## src/rtl/cmd_sequencer_pkg.sv

```systemverilog
// Shared definitions for the command sequencer: FSM states, error codes,
// positive-acknowledge byte and a saturating counter helper.
package cmd_sequencer_pkg;

    typedef enum logic [2:0] {
        ST_IDLE      = 3'd0,
        ST_ISSUE     = 3'd1,
        ST_WAIT_SNT  = 3'd2,
        ST_WAIT_RESP = 3'd3,
        ST_DONE      = 3'd4
    } state_t;

    localparam logic [1:0] ERR_NONE    = 2'b00;
    localparam logic [1:0] ERR_NACK    = 2'b01;
    localparam logic [1:0] ERR_TIMEOUT = 2'b10;

    localparam logic [7:0] ACK_BYTE = 8'hA5;

    function automatic logic [7:0] sat_inc8(input logic [7:0] v);
        if (v == 8'hFF) begin
            return v;
        end else begin
            return v + 8'd1;
        end
    endfunction

endpackage

```

## src/rtl/cmd_fifo.sv

```systemverilog
// Command queue: DEPTH x WIDTH FIFO with registered full/empty/count and a
// look-ahead of the entry behind the head so the sequencer can preload it.
module cmd_fifo #(
    parameter int DEPTH = 8,
    parameter int WIDTH = 16
) (
    input  logic                       clk,
    input  logic                       rst_n,
    input  logic                       flush,
    input  logic                       push,
    input  logic [WIDTH-1:0]           push_data,
    input  logic                       pop,
    output logic [WIDTH-1:0]           head,
    output logic [WIDTH-1:0]           head_next,
    output logic                       full,
    output logic                       empty,
    output logic [$clog2(DEPTH):0]     count
);

    localparam int AW = $clog2(DEPTH);
    localparam int CW = AW + 1;
    localparam logic [AW-1:0] PTR_ONE = AW'(1);
    localparam logic [CW-1:0] CNT_ONE = CW'(1);
    localparam logic [CW-1:0] CNT_MAX = CW'(DEPTH);

    logic [WIDTH-1:0] mem_r [DEPTH];
    logic [AW-1:0]    wr_ptr_r;
    logic [AW-1:0]    rd_ptr_r;
    logic [CW-1:0]    count_r;
    logic [CW-1:0]    count_next_s;
    logic             full_r;
    logic             empty_r;
    logic             push_ok_s;
    logic             pop_ok_s;

    // A push is judged against the current-cycle full flag, even if a pop frees a slot.
    assign push_ok_s = push && !full_r;
    assign pop_ok_s  = pop && !empty_r;

    // Occupancy after this cycle's accepted push/pop.
    always_comb begin
        count_next_s = count_r;
        case ({push_ok_s, pop_ok_s})
            2'b10:   count_next_s = count_r + CNT_ONE;
            2'b01:   count_next_s = count_r - CNT_ONE;
            default: count_next_s = count_r;
        endcase
    end

    // Pointers and status flags.
    always_ff @(posedge clk or negedge rst_n) begin
        if (!rst_n) begin
            wr_ptr_r <= '0;
            rd_ptr_r <= '0;
            count_r  <= '0;
            full_r   <= 1'b0;
            empty_r  <= 1'b1;
        end else if (flush) begin
            wr_ptr_r <= '0;
            rd_ptr_r <= '0;
            count_r  <= '0;
            full_r   <= 1'b0;
            empty_r  <= 1'b1;
        end else begin
            if (push_ok_s) begin
                wr_ptr_r <= wr_ptr_r + PTR_ONE;
            end
            if (pop_ok_s) begin
                rd_ptr_r <= rd_ptr_r + PTR_ONE;
            end
            count_r <= count_next_s;
            full_r  <= (count_next_s == CNT_MAX);
            empty_r <= (count_next_s == '0);
        end
    end

    // Storage array; contents need no reset since pointers gate visibility.
    always_ff @(posedge clk) begin
        if (push_ok_s && !flush) begin
            mem_r[wr_ptr_r] <= push_data;
        end
    end

    assign head      = mem_r[rd_ptr_r];
    assign head_next = mem_r[rd_ptr_r + PTR_ONE];
    assign full      = full_r;
    assign empty     = empty_r;
    assign count     = count_r;

endmodule

```

## src/rtl/cmd_sequencer.sv

```systemverilog
// Command sequencer: queues command words and issues them one at a time to a
// remote-comm transmitter, waiting for send completion and an acknowledge byte.
module cmd_sequencer
    import cmd_sequencer_pkg::*;
#(
    parameter int         DEPTH        = 8,
    parameter int         TIMEOUT_CLKS = 1_000_000,
    parameter logic [7:0] ACK          = ACK_BYTE
) (
    input  logic                    clk,
    input  logic                    rst_n,
    input  logic                    wr_en,
    input  logic [15:0]             wr_cmd,
    input  logic                    start,
    input  logic                    abort,
    output logic [15:0]             cmd,
    output logic                    send_cmd,
    input  logic                    cmd_snt,
    input  logic                    resp_rdy,
    input  logic [7:0]              resp,
    output logic                    full,
    output logic                    empty,
    output logic [$clog2(DEPTH):0]  count,
    output logic                    busy,
    output logic                    done,
    output logic                    err,
    output logic [1:0]              err_code,
    output logic [7:0]              cmds_done
);

    localparam int CW = $clog2(DEPTH) + 1;
    localparam int TW = $clog2(TIMEOUT_CLKS + 1);
    localparam logic [TW-1:0] TMO_LAST = TW'(TIMEOUT_CLKS - 1);
    localparam logic [TW-1:0] TMO_ONE  = TW'(1);

    state_t         state_r;
    state_t         next_state_s;
    logic [15:0]    cmd_r;
    logic [15:0]    next_cmd_s;
    logic           send_cmd_r;
    logic           busy_r;
    logic           done_r;
    logic           err_r;
    logic [1:0]     err_code_r;
    logic [7:0]     cmds_done_r;
    logic [TW-1:0]  tmo_r;
    logic [TW-1:0]  tmo_next_s;
    logic           tmo_hit_s;
    logic           pop_s;
    logic           clear_stats_s;
    logic           fail_s;
    logic [1:0]     fail_code_s;
    logic [15:0]    head_s;
    logic [15:0]    head_next_s;
    logic [CW-1:0]  count_s;
    logic           empty_s;

    cmd_fifo #(
        .DEPTH (DEPTH),
        .WIDTH (16)
    ) u_fifo (
        .clk       (clk),
        .rst_n     (rst_n),
        .flush     (abort),
        .push      (wr_en),
        .push_data (wr_cmd),
        .pop       (pop_s),
        .head      (head_s),
        .head_next (head_next_s),
        .full      (full),
        .empty     (empty_s),
        .count     (count_s)
    );

    // tmo_r counts clocks since send_cmd rose; the last allowed clock is TIMEOUT_CLKS-1.
    assign tmo_hit_s = (tmo_r == TMO_LAST);

    // Next-state, queue pop and preloaded command word.
    always_comb begin
        next_state_s  = state_r;
        next_cmd_s    = cmd_r;
        pop_s         = 1'b0;
        clear_stats_s = 1'b0;
        fail_s        = 1'b0;
        fail_code_s   = ERR_NONE;
        if (abort) begin
            next_state_s = ST_IDLE;
        end else begin
            case (state_r)
                ST_IDLE: begin
                    if (start) begin
                        clear_stats_s = 1'b1;
                        if (empty_s) begin
                            next_state_s = ST_DONE;
                        end else begin
                            next_state_s = ST_ISSUE;
                            next_cmd_s   = head_s;
                        end
                    end else begin
                        next_state_s = ST_IDLE;
                    end
                end
                ST_ISSUE: begin
                    next_state_s = ST_WAIT_SNT;
                end
                ST_WAIT_SNT: begin
                    if (cmd_snt) begin
                        next_state_s = ST_WAIT_RESP;
                    end else if (tmo_hit_s) begin
                        next_state_s = ST_IDLE;
                        fail_s       = 1'b1;
                        fail_code_s  = ERR_TIMEOUT;
                    end else begin
                        next_state_s = ST_WAIT_SNT;
                    end
                end
                ST_WAIT_RESP: begin
                    if (resp_rdy && (resp == ACK)) begin
                        pop_s = 1'b1;
                        // A write landing with the last pop keeps the queue non-empty.
                        if ((count_s == CW'(1)) && !wr_en) begin
                            next_state_s = ST_DONE;
                        end else if (count_s == CW'(1)) begin
                            next_state_s = ST_ISSUE;
                            next_cmd_s   = wr_cmd;
                        end else begin
                            next_state_s = ST_ISSUE;
                            next_cmd_s   = head_next_s;
                        end
                    end else if (resp_rdy) begin
                        next_state_s = ST_IDLE;
                        fail_s       = 1'b1;
                        fail_code_s  = ERR_NACK;
                    end else if (tmo_hit_s) begin
                        next_state_s = ST_IDLE;
                        fail_s       = 1'b1;
                        fail_code_s  = ERR_TIMEOUT;
                    end else begin
                        next_state_s = ST_WAIT_RESP;
                    end
                end
                ST_DONE: begin
                    next_state_s = ST_IDLE;
                end
                default: begin
                    next_state_s = ST_IDLE;
                end
            endcase
        end
    end

    // Timeout counter next value.
    always_comb begin
        tmo_next_s = '0;
        if (next_state_s == ST_ISSUE) begin
            tmo_next_s = '0;
        end else if ((state_r == ST_ISSUE) || (state_r == ST_WAIT_SNT) ||
                     (state_r == ST_WAIT_RESP)) begin
            tmo_next_s = tmo_r + TMO_ONE;
        end else begin
            tmo_next_s = '0;
        end
    end

    // State, timeout counter and registered outputs.
    always_ff @(posedge clk or negedge rst_n) begin
        if (!rst_n) begin
            state_r     <= ST_IDLE;
            cmd_r       <= 16'h0000;
            send_cmd_r  <= 1'b0;
            busy_r      <= 1'b0;
            done_r      <= 1'b0;
            err_r       <= 1'b0;
            err_code_r  <= ERR_NONE;
            cmds_done_r <= 8'd0;
            tmo_r       <= '0;
        end else begin
            state_r    <= next_state_s;
            cmd_r      <= next_cmd_s;
            send_cmd_r <= (next_state_s == ST_ISSUE);
            busy_r     <= (next_state_s != ST_IDLE);
            done_r     <= (next_state_s == ST_DONE);
            tmo_r      <= tmo_next_s;
            if (fail_s) begin
                err_r      <= 1'b1;
                err_code_r <= fail_code_s;
            end else if (clear_stats_s) begin
                err_r      <= 1'b0;
                err_code_r <= ERR_NONE;
            end
            if (clear_stats_s) begin
                cmds_done_r <= 8'd0;
            end else if (pop_s) begin
                cmds_done_r <= sat_inc8(cmds_done_r);
            end
        end
    end

    assign cmd       = cmd_r;
    assign send_cmd  = send_cmd_r;
    assign busy      = busy_r;
    assign done      = done_r;
    assign err       = err_r;
    assign err_code  = err_code_r;
    assign cmds_done = cmds_done_r;
    assign empty     = empty_s;
    assign count     = count_s;

endmodule

```

## config.mk

```make
export PLATFORM = sky130hd
export DESIGN_NAME = cmd_sequencer
export DESIGN_NICKNAME = d
export VERILOG_FILES = /design/src/rtl/cmd_sequencer_pkg.sv /design/src/rtl/cmd_fifo.sv /design/src/rtl/cmd_sequencer.sv
export SDC_FILE = /design/constraint.sdc
export NUM_CORES = 1
export LEC_CHECK = 0
export BUFFER_PORTS_ARGS = -buffer_cell sky130_fd_sc_hd__buf_4
export CORE_UTILIZATION = 45
export DETAILED_ROUTE_END_ITERATION = 10
export PLACE_DENSITY_LB_ADDON = 0.25
export SYNTH_ARGS = -nofsm -noshare
export SYNTH_HDL_FRONTEND = slang
export SYNTH_SLANG_ARGS = --single-unit
```

## constraint.sdc

```tcl
create_clock -name clk -period 3.45 [get_ports clk]
set_clock_uncertainty 0.15 [all_clocks]
set_input_delay 0.1725 -clock clk [delete_from_list [all_inputs] [get_ports clk]]
set_output_delay 0.1725 -clock clk [all_outputs]
set_load 0.005 [all_outputs]
```

==> impl_metrics.py, run 1 <==
metrics = {
    "synth": {
        "synth_xor_area_frac": 0.0263,
        "synth_top_area_share": 0.413,
        "synth_ff_type": "edfxtp_1",
        "synth_edf_count": 128,
        "async_flop_share": 0.337,
        "synth.distinct_cells": 56,
        "syn_area_sq_um": 9320,
        "synth_compound_area_frac": 0.114,
        "yosys_warnings": 0,
        "synth_area_leaders": "edfxtp_1 41%, dfrtp_1 17%, mux4_2 7.7%, mux2i_1 3.9%, a21oi_1 3.0%",
        "synth_simple_gate_area_frac": 0.115,
        "synth_top_family_by_area": "multiplexers",
        "ys_seq_area_frac": 0.587,
        "syn-num-nets": 754,
        "postSynthAreaPerCell_sq_um": 13.0,
        "yosys.area_share.adder": 0.0121,
        "synthMuxAreaShare": 0.118,
        "synthCells": 714,
        "synth_top_area_cell": "edfxtp_1",
        "synth.ff_latch_count": 193,
    },
    "job": {
        "maxCapViolCount": 0,
    },
    "sta": {
        "tns_ns": 0,
        "slew_viol_final": 0,
        "finalHoldViolCount": 0,
        "setup_viol": 0,
        "holdWs_ns": 0.246,
        "period_share": 0.879,
        "tightest_slew_ns": 1.02,
        "rsz0062_at_grt": "no",
        "timing.final.ws_setup_ns": 0.417,
        "slew_headroom": 0.322,
        "min_period_ns": 3.03,
        "max_freq_mhz": 330,
    },
    "route": {
        "remaining_drc_errors": 0,
        "first_pass_iters": 5,
        "antenna_left": 0,
        "dr.first_iter.drc_count": 471,
        "wl_per_cell_um": 21.2,
        "routed_wl_um": 22800,
        "num_vias": 6420,
        "vias_per_cell": 5.97,
    },
    "clock_network": {
        "cts_buffer_depth": 2,
        "cts_max_level": 4,
        "clock_latency_ns": 0.44,
        "clkTransAtPathRegs_ns": 0.07,
        "cts.sinks": 193,
        "cts_tree": "built",
        "cts_setup_buffers": 0,
        "root_buffer": "clkbuf_16",
        "cts_made_buffers": 17,
    },
    "layout": {
        "final_net_count": 832,
        "final_cell_mix": "128 x edfxtp_1, 81 x buf_4, 68 x nor2_1, 63 x dfrtp_1, 55 x a21oi_1",
        "design_area_sq_um": 10900,
        "layout-drive-gt1-share": 0.211,
        "final_cells": 1075,
        "syn_to_final_growth_pct": 16.9,
        "final_common_cell": "edfxtp_1",
        "n_antenna_cell": 0,
    },
    "floorplanning": {
        "io_pins": 67,
        "die_h_um": 146,
        "core_sq_um": 20200,
        "start_util": 0.460,
        "die_x_um": 146,
        "die-area_sq_um": 21300,
        "rows": 52,
    },
    "global_routing": {
        "grt.total_usage": 0.226,
        "antenna_found_initial": 0,
        "grt_pass1_vias": 6648,
        "gr-total-overflow": 0,
        "grt_max_degree": 66,
        "grt_pass1_wl_um": 36300,
    },
    "critical_path": {
        "r2r_start": "u_fifo.count[0]$_DFF_PN0_",
        "regToRegEndpoint": "cmd[0]$_DFFE_PN0P_",
        "required_ns": 3.61,
        "path_max_fanout": 19,
        "reg2reg_slack_ns": 0.42,
        "rr_worst_depth": 8,
        "arrival_ns": 3.20,
        "critical_path_class": "flip-flop to flip-flop",
        "start_kind": "flip-flop",
        "end_kind": "flip-flop",
    },
    "power_and_ir_drop": {
        "p_leak_nw": 3.85,
        "powerDensity_nw_per_um2": 462,
        "irDropWorstVdd_v": 0.000380,
    },
    "placed_design": {
        "place_congestion": 0.835,
        "post-dp-hpwl_um": 13800,
        "portBuffers": 66,
        "place_ws_ns": 0.483,
        "postPlaceCellArea_sq_um": 10100,
        "placedCellCount": 1021,
    },
    "hold_path": {
        "hold_path_class": "input port to asynchronous set/reset pin",
    },
    "status": {
        "status": "completed",
    },
}
cell families after synthesis:
| kind of cell | count (synthesis) |
|---|---|
| buffers and inverters | 56 |
| xor gates and xnor gates | 28 |
| DFF | 193 |
| AOI/OAI and AO/OA | 152 |
| adders and majority gates | 9 |
| and+or+nand+nor | 206 |
| muxes | 70 |
repair_timing:
action	4_1_cts	5_1_grt
hold buffers	22	0
endpoints found under the setup margin	0	0
endpoints found under the hold margin	219	0
resized for setup	0	0
cell usage after synthesis, types with 16 or more instances:
cell	count
a211oi_1	34
a21oi_1	55
clkbuf_1	33
dfrtp_1	64
edfxtp_1	128
mux2i_1	36
mux4_2	32
nand2_1	26
nor2_1	68
nor2b_1	38
o21ai_0	20
o22ai_1	16
power by group:
part | internal, mW | switching (mW)
combinational | 0.243 | 0.215
clock | 1.01 | 0.886
sequential | 2.58 | 0.0951
cell type report:
cell class	instances	area [sq um]
clock buffers	19	433
inverters	11	41.3
flip-flops and latches	193	5470
fillers	1638	9350
well taps	270	338
repair buffers	104	848
multi-input cells	465	3620
clock inverters	13	129
sequential cells by signal, indices dropped and copies added (netlist names):
signal           flops
err                  1
u_fifo.count         4
busy                 1
err_code             2
u_fifo.empty         1
u_fifo.mem_r       128
send_cmd             1
done                 1
u_fifo.rd_ptr_r      3
u_fifo.full          1
cmds_done            8
u_fifo.wr_ptr_r      3
cmd                 16
state_r              3
tmo_r               20
worst max-delay path, cell delays in order (launching register included):
cell and delay, ns:
dfrtp_1 0.51, ha_1 0.19, or3b_1 0.40, nor3b_1 0.49, a2111oi_4 0.12, a21oi_4 0.52, or2_1 0.20, buf_4 0.20
o41ai_1 0.11
metal layers:
layer / up-vias / track usage / part of all wire
li1: 2874 / - / -
met1: 3246 / 0.280 / 0.40
met2: 250 / 0.384 / 0.51
met3: 50 / 0.0498 / 0.059
met4: 0 / 0.0937 / 0.024
met5: - / 0 / 0
how the worst max path moves through the flow:
stage,from,end,depth (start not counted)
finish,u_fifo.count[0]$_DFF_PN0_,cmd[0]$_DFFE_PN0P_,8
global route,u_fifo.count[0]$_DFF_PN0_,cmd[6]$_DFFE_PN0P_,8
CTS,u_fifo.count[0]$_DFF_PN0_,cmd[0]$_DFFE_PN0P_,8
detailed placement,u_fifo.count[0]$_DFF_PN0_,cmd[6]$_DFFE_PN0P_,8
global placement,u_fifo.count[1]$_DFF_PN0_,cmd[6]$_DFFE_PN0P_,9
floorplan,state_r[1]$_DFF_PN0_,u_fifo.full$_DFF_PN0_,10
through the flow:
stage	power, mW	util
finish	5.03	0.538
global route	5.21	0.538
global placement	3.15	0.499
CTS	5.07	0.538
detailed placement	3.16	0.499
floorplan	2.88	-
(Power assumes the default switching activity.)
==> inputs of run 2 (changes only) <==
--- a/config.mk
+++ b/config.mk
@@ -8,7 +8,7 @@
 export BUFFER_PORTS_ARGS = -buffer_cell sky130_fd_sc_hd__buf_4
 export CORE_UTILIZATION = 45
 export DETAILED_ROUTE_END_ITERATION = 10
-export PLACE_DENSITY_LB_ADDON = 0.25
+export HOLD_SLACK_MARGIN = 0.15
 export SYNTH_ARGS = -nofsm -noshare
 export SYNTH_HDL_FRONTEND = slang
 export SYNTH_SLANG_ARGS = --single-unit
==> impl_metrics.py, run 2 (synthesis results as in run 1) <==
metrics = {
    "critical_path": {
        "critPathLaunch": "tmo_r[0]$_DFF_PN0_",
        "start_kind": "flip-flop",
        "required_ns": 3.61,
        "path_cells": "ha_1 > and3_2 > nand3_1 > nor3_2 > a211oi_4 > or2_1 > buf_4 > o41ai_1",
        "cp_top_family": "compound AO/OA/AOI/OAI gates",
        "cp_num_buf_inv": 1,
        "r2r_start": "tmo_r[0]$_DFF_PN0_",
        "reg2reg_slack_ns": 0.61,
        "path_max_fanout": 19,
        "max_stage_delay_ns": 0.74,
        "cp_slowest_cell": "a211oi_4",
        "regToRegEndpoint": "cmd[5]$_DFFE_PN0P_",
        "crit_end": "cmd[5]$_DFFE_PN0P_",
        "path_depth": 8,
        "end_kind": "flip-flop",
        "rr_worst_depth": 8,
        "arrival_ns": 3.01,
        "critical_path_class": "flip-flop to flip-flop",
    },
    "route": {
        "antenna_left": 0,
        "vias_per_cell": 5.84,
        "remaining_drc_errors": 0,
        "first_pass_iters": 5,
        "num_vias": 6342,
        "dr.first_iter.drc_count": 398,
        "wl_per_cell_um": 21.4,
        "routed_wl_um": 23300,
    },
    "global_routing": {
        "gr-total-overflow": 0,
        "grt_pass1_vias": 6555,
        "grt_max_degree": 66,
        "antenna_found_initial": 0,
        "grt_pass1_wl_um": 36100,
        "grt.total_usage": 0.226,
    },
    "floorplanning": {
        "rows": 52,
        "core_sq_um": 20200,
        "die-area_sq_um": 21300,
        "io_pins": 67,
        "die_h_um": 146,
        "start_util": 0.460,
        "die_x_um": 146,
    },
    "clock_network": {
        "cts_made_buffers": 17,
        "cts_buffer_depth": 2,
        "cts_setup_buffers": 0,
        "cts_max_level": 4,
        "clkTransAtPathRegs_ns": 0.07,
        "clock_latency_ns": 0.44,
        "cts_tree": "built",
        "root_buffer": "clkbuf_16",
        "cts.sinks": 193,
    },
    "sta": {
        "rsz0062_at_grt": "no",
        "slew_headroom": 0.412,
        "finalHoldViolCount": 0,
        "tightest_slew_ns": 0.882,
        "setup_viol": 0,
        "timing.final.ws_setup_ns": 0.606,
        "min_period_ns": 2.84,
        "tns_ns": 0,
        "slew_viol_final": 0,
        "period_share": 0.824,
        "max_freq_mhz": 352,
    },
    "placed_design": {
        "post-dp-hpwl_um": 14200,
        "portBuffers": 66,
        "postPlaceCellArea_sq_um": 10200,
        "place_congestion": 0.791,
        "place_ws_ns": 0.606,
    },
    "layout": {
        "layout-drive-gt1-share": 0.222,
        "regMostFlops": "u_fifo.mem_r",
        "largest_reg_flops": 128,
        "syn_to_final_growth_pct": 18.4,
        "n_antenna_cell": 0,
        "final_common_cell": "edfxtp_1",
        "final_net_count": 843,
        "ff_latch_area_sq_um": 5470,
        "nFillCells": 1642,
        "final_cell_mix": "128 x edfxtp_1, 89 x buf_4, 68 x nor2_1, 63 x dfrtp_1, 55 x a21oi_1",
        "multi_input_area_sq_um": 3620,
        "design_area_sq_um": 11000,
    },
    "power_and_ir_drop": {
        "finalPower_mw": 5.13,
        "p_leak_nw": 3.93,
        "irDropWorstVdd_v": 0.000308,
        "powerDensity_nw_per_um2": 466,
    },
    "job": {
        "maxCapViolCount": 0,
    },
    "hold_path": {
        "hold_path_class": "input port to asynchronous set/reset pin",
    },
    "status": {
        "status": "completed",
    },
}
-- run 2: worst min path at each step --
| stage | startpoint | end | slack (ns) |
|---|---|---|---|
| final | rst_n | cmds_done[2]$_DFFE_PN0P_ | 0.25 |
| after global placement | rst_n | u_fifo.count[2]$_DFF_PN0_ | 0.20 |
| after floorplan | rst_n | busy$_DFF_PN0_ | -0.27 |
| after CTS | resp[7] | err_code[0]$_DFFE_PN0P_ | 0.27 |
| after detailed placement | rst_n | cmds_done[2]$_DFFE_PN0P_ | 0.20 |
| after global routing | resp[5] | err_code[0]$_DFFE_PN0P_ | 0.29 |
-- run 2: timing repair --
| action | CTS | global route |
|---|---|---|
| hold endpoints to repair | 232 | 0 |
| endpoints found under the setup margin | 0 | 0 |
| hold buffers | 24 | 0 |
| resized for setup | 0 | 0 |
-- run 2: per-layer routing --
metal  up-vias  global-route usage  part of all wire
met5         -                   0                 0
met1      3217               0.280              0.42
met3        45              0.0533             0.057
met2       196               0.387              0.50
met4         0              0.0837             0.024
li1       2884                   -                 -
-- run 2: worst reg2reg max path, stage by stage (launching register included) --
cell      delay [ns]
dfrtp_1         0.42
ha_1            0.25
and3_2          0.26
nand3_1         0.15
nor3_2          0.10
a211oi_4        0.74
or2_1           0.20
buf_4           0.30
o41ai_1         0.15
-- run 2: final cells by class --
cell class | instances | share of cell area
Inverter | 11 | 0.00374
Clock inverter | 14 | 0.0158
Clock buffer | 18 | 0.0389
Tap cell | 270 | 0.0306
Timing Repair Buffer | 115 | 0.0860
Sequential cell | 193 | 0.496
Multi-Input combinational cell | 465 | 0.329
-- run 2: per-stage QoR --
| step | util | hold WS [ns] | cells |
|---|---|---|---|
| 2_1_floorplan | - | -0.273 | 714 |
| 3_3_place_gp | 0.503 | 0.195 | 1030 |
| 3_5_place_dp | 0.503 | 0.201 | 1030 |
| 4_1_cts | 0.545 | 0.265 | 1086 |
| 5_1_grt | 0.545 | 0.295 | 1086 |
| 6_report | 0.545 | 0.246 | 1086 |
-- run 2: power by group --
group | switching [mW] | internal, mW
sequential | 0.0894 | 2.58
clock | 0.966 | 1.04
combinational | 0.216 | 0.244
total | 1.27 | 3.86
